--- config.mk ---
export PLATFORM = sky130hd
export DESIGN_NAME = floo_route_stage
export DESIGN_NICKNAME = d
export VERILOG_FILES = /design/src/rtl/floo_pkg.sv /design/src/rtl/floo_route_comp.sv /design/src/rtl/floo_route_stage.sv
export SDC_FILE = /design/constraint.sdc
export NUM_CORES = 1
export LEC_CHECK = 0
export ABC_AREA = 1
export BUFFER_PORTS_ARGS = -buffer_cell sky130_fd_sc_hd__buf_2
export CAP_MARGIN = 20
export CORE_ASPECT_RATIO = 1.4
export CORE_MARGIN = 10
export CORE_UTILIZATION = 45
export CTS_BUF_LIST = sky130_fd_sc_hd__clkbuf_4
export DETAILED_ROUTE_END_ITERATION = 8
export PLACE_DENSITY = 0.67
export SLEW_MARGIN = 20
export SYNTH_ARGS = -nofsm -noshare
export SYNTH_HDL_FRONTEND = slang
export SYNTH_SLANG_ARGS = --single-unit
--- constraint.sdc ---
create_clock -name clk_i -period 2.1 [get_ports clk_i]
set_input_delay 0.105 -clock clk_i [delete_from_list [all_inputs] [get_ports clk_i]]
set_output_delay 0.105 -clock clk_i [all_outputs]
set_load 0.02 [all_outputs]
--- src/rtl/floo_pkg.sv ---
// floo_pkg: shared routing definitions for the FlooNoC routing stage.
`default_nettype none

package floo_pkg;

    typedef enum logic [1:0] {
        IdTable       = 2'd0,
        XYRouting     = 2'd1,
        SourceRouting = 2'd2
    } route_algo_e;

endpackage

`default_nettype wire

--- src/rtl/floo_route_comp.sv ---
// floo_route_comp: combinational destination-ID decode from a request address.
`default_nettype none

module floo_route_comp
    import floo_pkg::*;
#(
    parameter route_algo_e RouteAlgo     = IdTable,
    parameter bit          UseIdTable    = 1'b1,
    parameter int unsigned XYAddrOffsetX = 0,
    parameter int unsigned XYAddrOffsetY = 0,
    parameter int unsigned IdAddrOffset  = 0,
    parameter int unsigned NumRules      = 0,
    parameter type         id_t          = logic,
    parameter type         id_rule_t     = logic,
    parameter id_rule_t [NumRules-1:0] AddrMap = '0,
    parameter type         addr_t        = logic
) (
    input  addr_t addr_i,
    output id_t   id_o
);

    localparam int unsigned AW = $bits(addr_t);
    localparam int unsigned IW = $bits(id_t);

    // Only a few address bits feed the decode in direct modes.
    logic unused_addr;
    assign unused_addr = ^addr_i;

    if (UseIdTable && (RouteAlgo == IdTable || RouteAlgo == XYRouting)) begin : g_table
        // Rules are laid out as {idx, start_addr, end_addr}; first match wins.
        localparam int unsigned RW = IW + 2 * AW;
        logic [RW-1:0] rule;
        logic [AW-1:0] addr_vec;
        logic          found;
        id_t           id;

        assign addr_vec = AW'(addr_i);

        always_comb begin
            id    = '0;
            found = 1'b0;
            rule  = '0;
            for (int i = 0; i < int'(NumRules); i++) begin
                rule = RW'(AddrMap[i]);
                if (!found && addr_vec >= rule[2*AW-1:AW] && addr_vec < rule[AW-1:0]) begin
                    id    = id_t'(rule[RW-1:2*AW]);
                    found = 1'b1;
                end
            end
        end

        assign id_o = id;
    end else if (!UseIdTable && RouteAlgo == XYRouting) begin : g_xy
        // X occupies the upper half of the ID, Y the lower half.
        localparam int unsigned XW = IW / 2;
        localparam int unsigned YW = IW - XW;
        assign id_o = id_t'({addr_i[XYAddrOffsetX +: XW], addr_i[XYAddrOffsetY +: YW]});
    end else if (!UseIdTable && RouteAlgo == IdTable) begin : g_flat
        assign id_o = id_t'(addr_i[IdAddrOffset +: IW]);
    end else begin : g_invalid
        $error("floo_route_comp: unsupported RouteAlgo/UseIdTable combination");
        assign id_o = '0;
    end

endmodule

`default_nettype wire

--- src/rtl/floo_route_stage.sv ---
// floo_route_stage: routing decode followed by a fully registered 2-entry skid buffer
// and a saturating count of forwarded requests.
`default_nettype none

module floo_route_stage
    import floo_pkg::*;
#(
    parameter route_algo_e RouteAlgo     = IdTable,
    parameter bit          UseIdTable    = 1'b1,
    parameter int unsigned XYAddrOffsetX = 0,
    parameter int unsigned XYAddrOffsetY = 0,
    parameter int unsigned IdAddrOffset  = 0,
    parameter int unsigned NumRules      = 0,
    parameter type         id_t          = logic,
    parameter type         id_rule_t     = logic,
    parameter id_rule_t [NumRules-1:0] AddrMap = '0,
    parameter type         addr_t        = logic,
    parameter type         payload_t     = logic,
    parameter int unsigned CntWidth      = 16
) (
    input  logic                clk_i,
    input  logic                rst_i,
    input  logic                valid_i,
    output logic                ready_o,
    input  addr_t               addr_i,
    input  payload_t            payload_i,
    output logic                valid_o,
    input  logic                ready_i,
    output id_t                 dst_id_o,
    output payload_t            payload_o,
    input  logic                clr_cnt_i,
    output logic [CntWidth-1:0] cnt_o
);

    typedef enum logic [1:0] {
        EMPTY = 2'd0,
        ONE   = 2'd1,
        FULL  = 2'd2
    } state_e;

    state_e   state;
    id_t      dec_id;
    id_t      skid_dst;
    payload_t skid_payload;
    logic     push;
    logic     pop;

    floo_route_comp #(
        .RouteAlgo     (RouteAlgo),
        .UseIdTable    (UseIdTable),
        .XYAddrOffsetX (XYAddrOffsetX),
        .XYAddrOffsetY (XYAddrOffsetY),
        .IdAddrOffset  (IdAddrOffset),
        .NumRules      (NumRules),
        .id_t          (id_t),
        .id_rule_t     (id_rule_t),
        .AddrMap       (AddrMap),
        .addr_t        (addr_t)
    ) i_route_comp (
        .addr_i (addr_i),
        .id_o   (dec_id)
    );

    assign push = valid_i && ready_o;
    assign pop  = valid_o && ready_i;

    // HEAD is the output register itself; valid/ready are registered copies of the state.
    always_ff @(posedge clk_i or posedge rst_i) begin
        if (rst_i) begin
            state        <= EMPTY;
            valid_o      <= 1'b0;
            ready_o      <= 1'b0;
            dst_id_o     <= '0;
            payload_o    <= '0;
            skid_dst     <= '0;
            skid_payload <= '0;
        end else begin
            case (state)
                EMPTY: begin
                    ready_o <= 1'b1;
                    if (push) begin
                        state     <= ONE;
                        valid_o   <= 1'b1;
                        dst_id_o  <= dec_id;
                        payload_o <= payload_i;
                    end
                end
                ONE: begin
                    if (push && pop) begin
                        dst_id_o  <= dec_id;
                        payload_o <= payload_i;
                    end else if (push) begin
                        state        <= FULL;
                        ready_o      <= 1'b0;
                        skid_dst     <= dec_id;
                        skid_payload <= payload_i;
                    end else if (pop) begin
                        state   <= EMPTY;
                        valid_o <= 1'b0;
                    end
                end
                FULL: begin
                    if (pop) begin
                        state     <= ONE;
                        ready_o   <= 1'b1;
                        dst_id_o  <= skid_dst;
                        payload_o <= skid_payload;
                    end
                end
                default: begin
                    state   <= EMPTY;
                    valid_o <= 1'b0;
                    ready_o <= 1'b1;
                end
            endcase
        end
    end

    // Clear wins over a coinciding transfer; the count sticks at all-ones.
    always_ff @(posedge clk_i or posedge rst_i) begin
        if (rst_i) begin
            cnt_o <= '0;
        end else if (clr_cnt_i) begin
            cnt_o <= '0;
        end else if (pop && (cnt_o != {CntWidth{1'b1}})) begin
            cnt_o <= cnt_o + 1'b1;
        end
    end

`ifndef SYNTHESIS
    a_out_stable: assert property (@(posedge clk_i) disable iff (rst_i)
        (valid_o && !ready_i) |=> (valid_o && $stable(dst_id_o) && $stable(payload_o)));

    a_no_push_full: assert property (@(posedge clk_i) disable iff (rst_i)
        (state == FULL) |-> !push);
`endif

endmodule

`default_nettype wire

==> out/metrics.cfg <==
[sta]
slew_headroom=0.428
fin_setup_tns_ps=0
finalSetupViolations=0
clock.fmax_mhz=555
period_needed_ps=1800
period_share=0.858
hold_viol_final=0
tightest_slew_ps=857
setup_ws_ps=297
rsz0062_at_grt=no
fin_worst_skew_ps=5.40
final_max_slew_viol_count=0

[critical_path]
critPathMaxStageDelay_ps=440
cp_common_cell=nor2_4
worst-path-stages=9
critical_path_class=flip-flop to flip-flop
critPathArrivalTime_ps=2070
endpoint_kind=flip-flop
cp.buffers_inverters=0
crit_chain=ha_1, nand2_2, nor2_4, nand2_2, nor2_2, nor2_4, nor2_4, nand2_1, nand2_1
reg2regPathDepth=9
worstPathRequired_ps=2370
startpoint_type=flip-flop
crit_family=simple AND/OR/NAND/NOR gates
rr_endpoint=cnt_o[15]$_DFFE_PP0P_
endpoint=cnt_o[15]$_DFFE_PP0P_
crit_start=cnt_o[0]$_DFFE_PP0P_
crit_slowest_cell=dfrtp_1
crit_fanout=14
timing.reg2reg.setup_slack_ps=300
r2r_start=cnt_o[0]$_DFFE_PP0P_

[synthesis]
seq_area_frac_synth=0.405
synthSimpleGateAreaFrac=0.416
synth_cell_types=25
avgSynthCellArea_um2=6.94
synth_top_family_by_area=simple AND/OR/NAND/NOR gates
ys_seq_elements=22
synth_cells=196
synthAdderAreaFrac=0.00920
synthXorXnorAreaFrac=0.0258
ys_warn_count=0
syn_nets=204
synthMuxAreaShare=0
syn_area_mm2=0.00136
synth_compound_area_frac=0.0524

[floorplan]
die_x_um=66.5
io_pins=27
fp.dieH_um=85.1
dieArea_mm2=0.00565
initial_core_util=0.473
rows=23
core-area_mm2=0.00288

[place]
gp_congestion=0.852
place.port_buffers=24
dp_hpwl_um=2420
pre_cts_ws_ps=194

[finish]
final.fill_count=290
diodes=0
multi_input_area_um2=693
final_common_cell=nand2_1
final_cell_mix=nand2_1 (70), buf_2 (24), inv_1 (23), dfrtp_1 (22), nand3_1 (19)
syn2layout_area_growth_pct=15.2
nNetsFinal=230
regArea_um2=551
drive_gt1_frac=0.167

[route]
vias_per_cell=5.06
vias=1305
routedWlPerCell_um=12.4
drc=0
drtPass1Iterations=4
detail-route-antenna-nets=0
drt-initial-drc-count=40
routed_wl_um=3190

[global_route]
grt_pass1_wl_um=5800
grt_usage=0.124
grt_max_degree=23
grt_antenna_before_repair=0
overflow=0
first_global_vias=1342

[power]
p_sw_frac=0.350
power.leakage_nw=0.862
vdd_ir_drop_max_uv=662
p_seq_frac=0.442
power_frac_comb=0.280
p_int_uw=785
p_per_area_mw_per_mm2=770
p_clk_frac=0.278
totalPowerFinal_mw=1.21
p_switching_uw=422

[clock_tree]
postCtsSetupRepairBufs=0
clkLatencyLatePin_ps=320
cts_max_level=1
clk_pin_slew_ps=130
clockBufferDepth=2
cts.sinks=22
cts_root_buf=clkbuf_4
cts_tree=built
cts_buffers=3

[min_path]
hold_path_class=primary input to flip-flop

[job]
maxCapViolCount=0

[status]
outcome=completed

kinds of logic after synthesis:
group,after synthesis
compound gates,13
xor+xnor,4
fa+ha+maj,1
buf+inv,29
flops,22
other cells,1
simple gates,126
per-layer routing:
metal / part of all wire / vias to the layer above / track usage
li1: - / 670 / -
met5: 0 / - / 0
met3: 0.051 / 6 / 0.0303
met1: 0.41 / 603 / 0.138
met2: 0.52 / 26 / 0.215
met4: 0.016 / 0 / 0.0478
flip-flops by register name (all words and copies together), names as in the netlist:
name / count
skid_payload: 1
state: 2
cnt_o: 16
valid_o: 1
ready_o: 1
payload_o: 1
how the worst min path moves through the flow:
stage                     startpoint                        to  depth (start not counted)
after global placement         rst_i      cnt_o[1]$_DFFE_PP0P_                          2
final                      payload_i  skid_payload$_DFFE_PP0P_                          3
after global routing       payload_i  skid_payload$_DFFE_PP0P_                          3
after detailed placement       rst_i      cnt_o[1]$_DFFE_PP0P_                          2
after CTS                  payload_i  skid_payload$_DFFE_PP0P_                          3
after floorplan                rst_i      cnt_o[0]$_DFFE_PP0P_                          1
power by group through the flow:
| stage | combinational [mW] | sequential, mW | clock (mW) |
|---|---|---|---|
| floorplan | 0.211 | 0.577 | 0 |
| global placement | 0.331 | 0.538 | 0 |
| detailed placement | 0.342 | 0.539 | 0 |
| CTS | 0.341 | 0.534 | 0.343 |
| global route | 0.391 | 0.546 | 0.355 |
| finish | 0.338 | 0.533 | 0.335 |
synthesized netlist by cell type:
master | n | area, um2
buf_1 | 1 | 3.75
nand2_2 | 2 | 12.5
conb_1 | 1 | 3.75
nand4_1 | 11 | 68.8
clkinv_1 | 1 | 3.75
nor2_2 | 3 | 18.8
o21bai_1 | 1 | 7.51
buf_2 | 1 | 5.00
inv_1 | 23 | 86.3
nor2_4 | 3 | 33.8
inv_2 | 1 | 3.75
buf_6 | 1 | 11.3
nand3_1 | 19 | 95.1
nor2_1 | 16 | 60.1
nand2_1 | 70 | 263
buf_4 | 1 | 7.51
nand3b_1 | 1 | 7.51
xor2_1 | 4 | 35.0
dfrtp_1 | 22 | 551
o21ai_0 | 5 | 25.0
o21ai_1 | 4 | 20.0
a21oi_1 | 2 | 10.0
or2_1 | 1 | 6.26
a221oi_1 | 1 | 8.76
ha_1 | 1 | 12.5
repair_timing:
item,4_1_cts,5_1_grt
hold buffers,1,0
endpoints found under the hold margin,22,0
gates resized for setup,0,1
endpoints found under the setup margin,0,3
layout make-up:
| class | count | share of cell area |
|---|---|---|
| timing repair buffer | 25 | 0.0831 |
| clock inverter | 1 | 0.0192 |
| clock buffer | 3 | 0.0144 |
| tap | 37 | 0.0296 |
| inverter | 25 | 0.0599 |
| sequential | 22 | 0.351 |
| multi-input combinational | 145 | 0.442 |
stage by stage:
| stage | util | area (um2) | hold slack (ps) | cells |
|---|---|---|---|---|
| after floorplan | - | 1360 | 94.2 | 196 |
| final | 0.544 | 1570 | 52.0 | 258 |
| after CTS | 0.543 | 1560 | 44.0 | 258 |
| after global routing | 0.544 | 1570 | 59.8 | 258 |
| after global placement | 0.521 | 1500 | 316 | 253 |
| after detailed placement | 0.521 | 1500 | 328 | 253 |
worst reg2reg max path, delay by kind of cell, from the launching register on:
family / cells / cell delay, ps
adders and majority gates: 1 / 240
DFF: 1 / 440
and+or+nand+nor: 8 / 1090
Note: power is estimated with default switching activity, not from simulation.
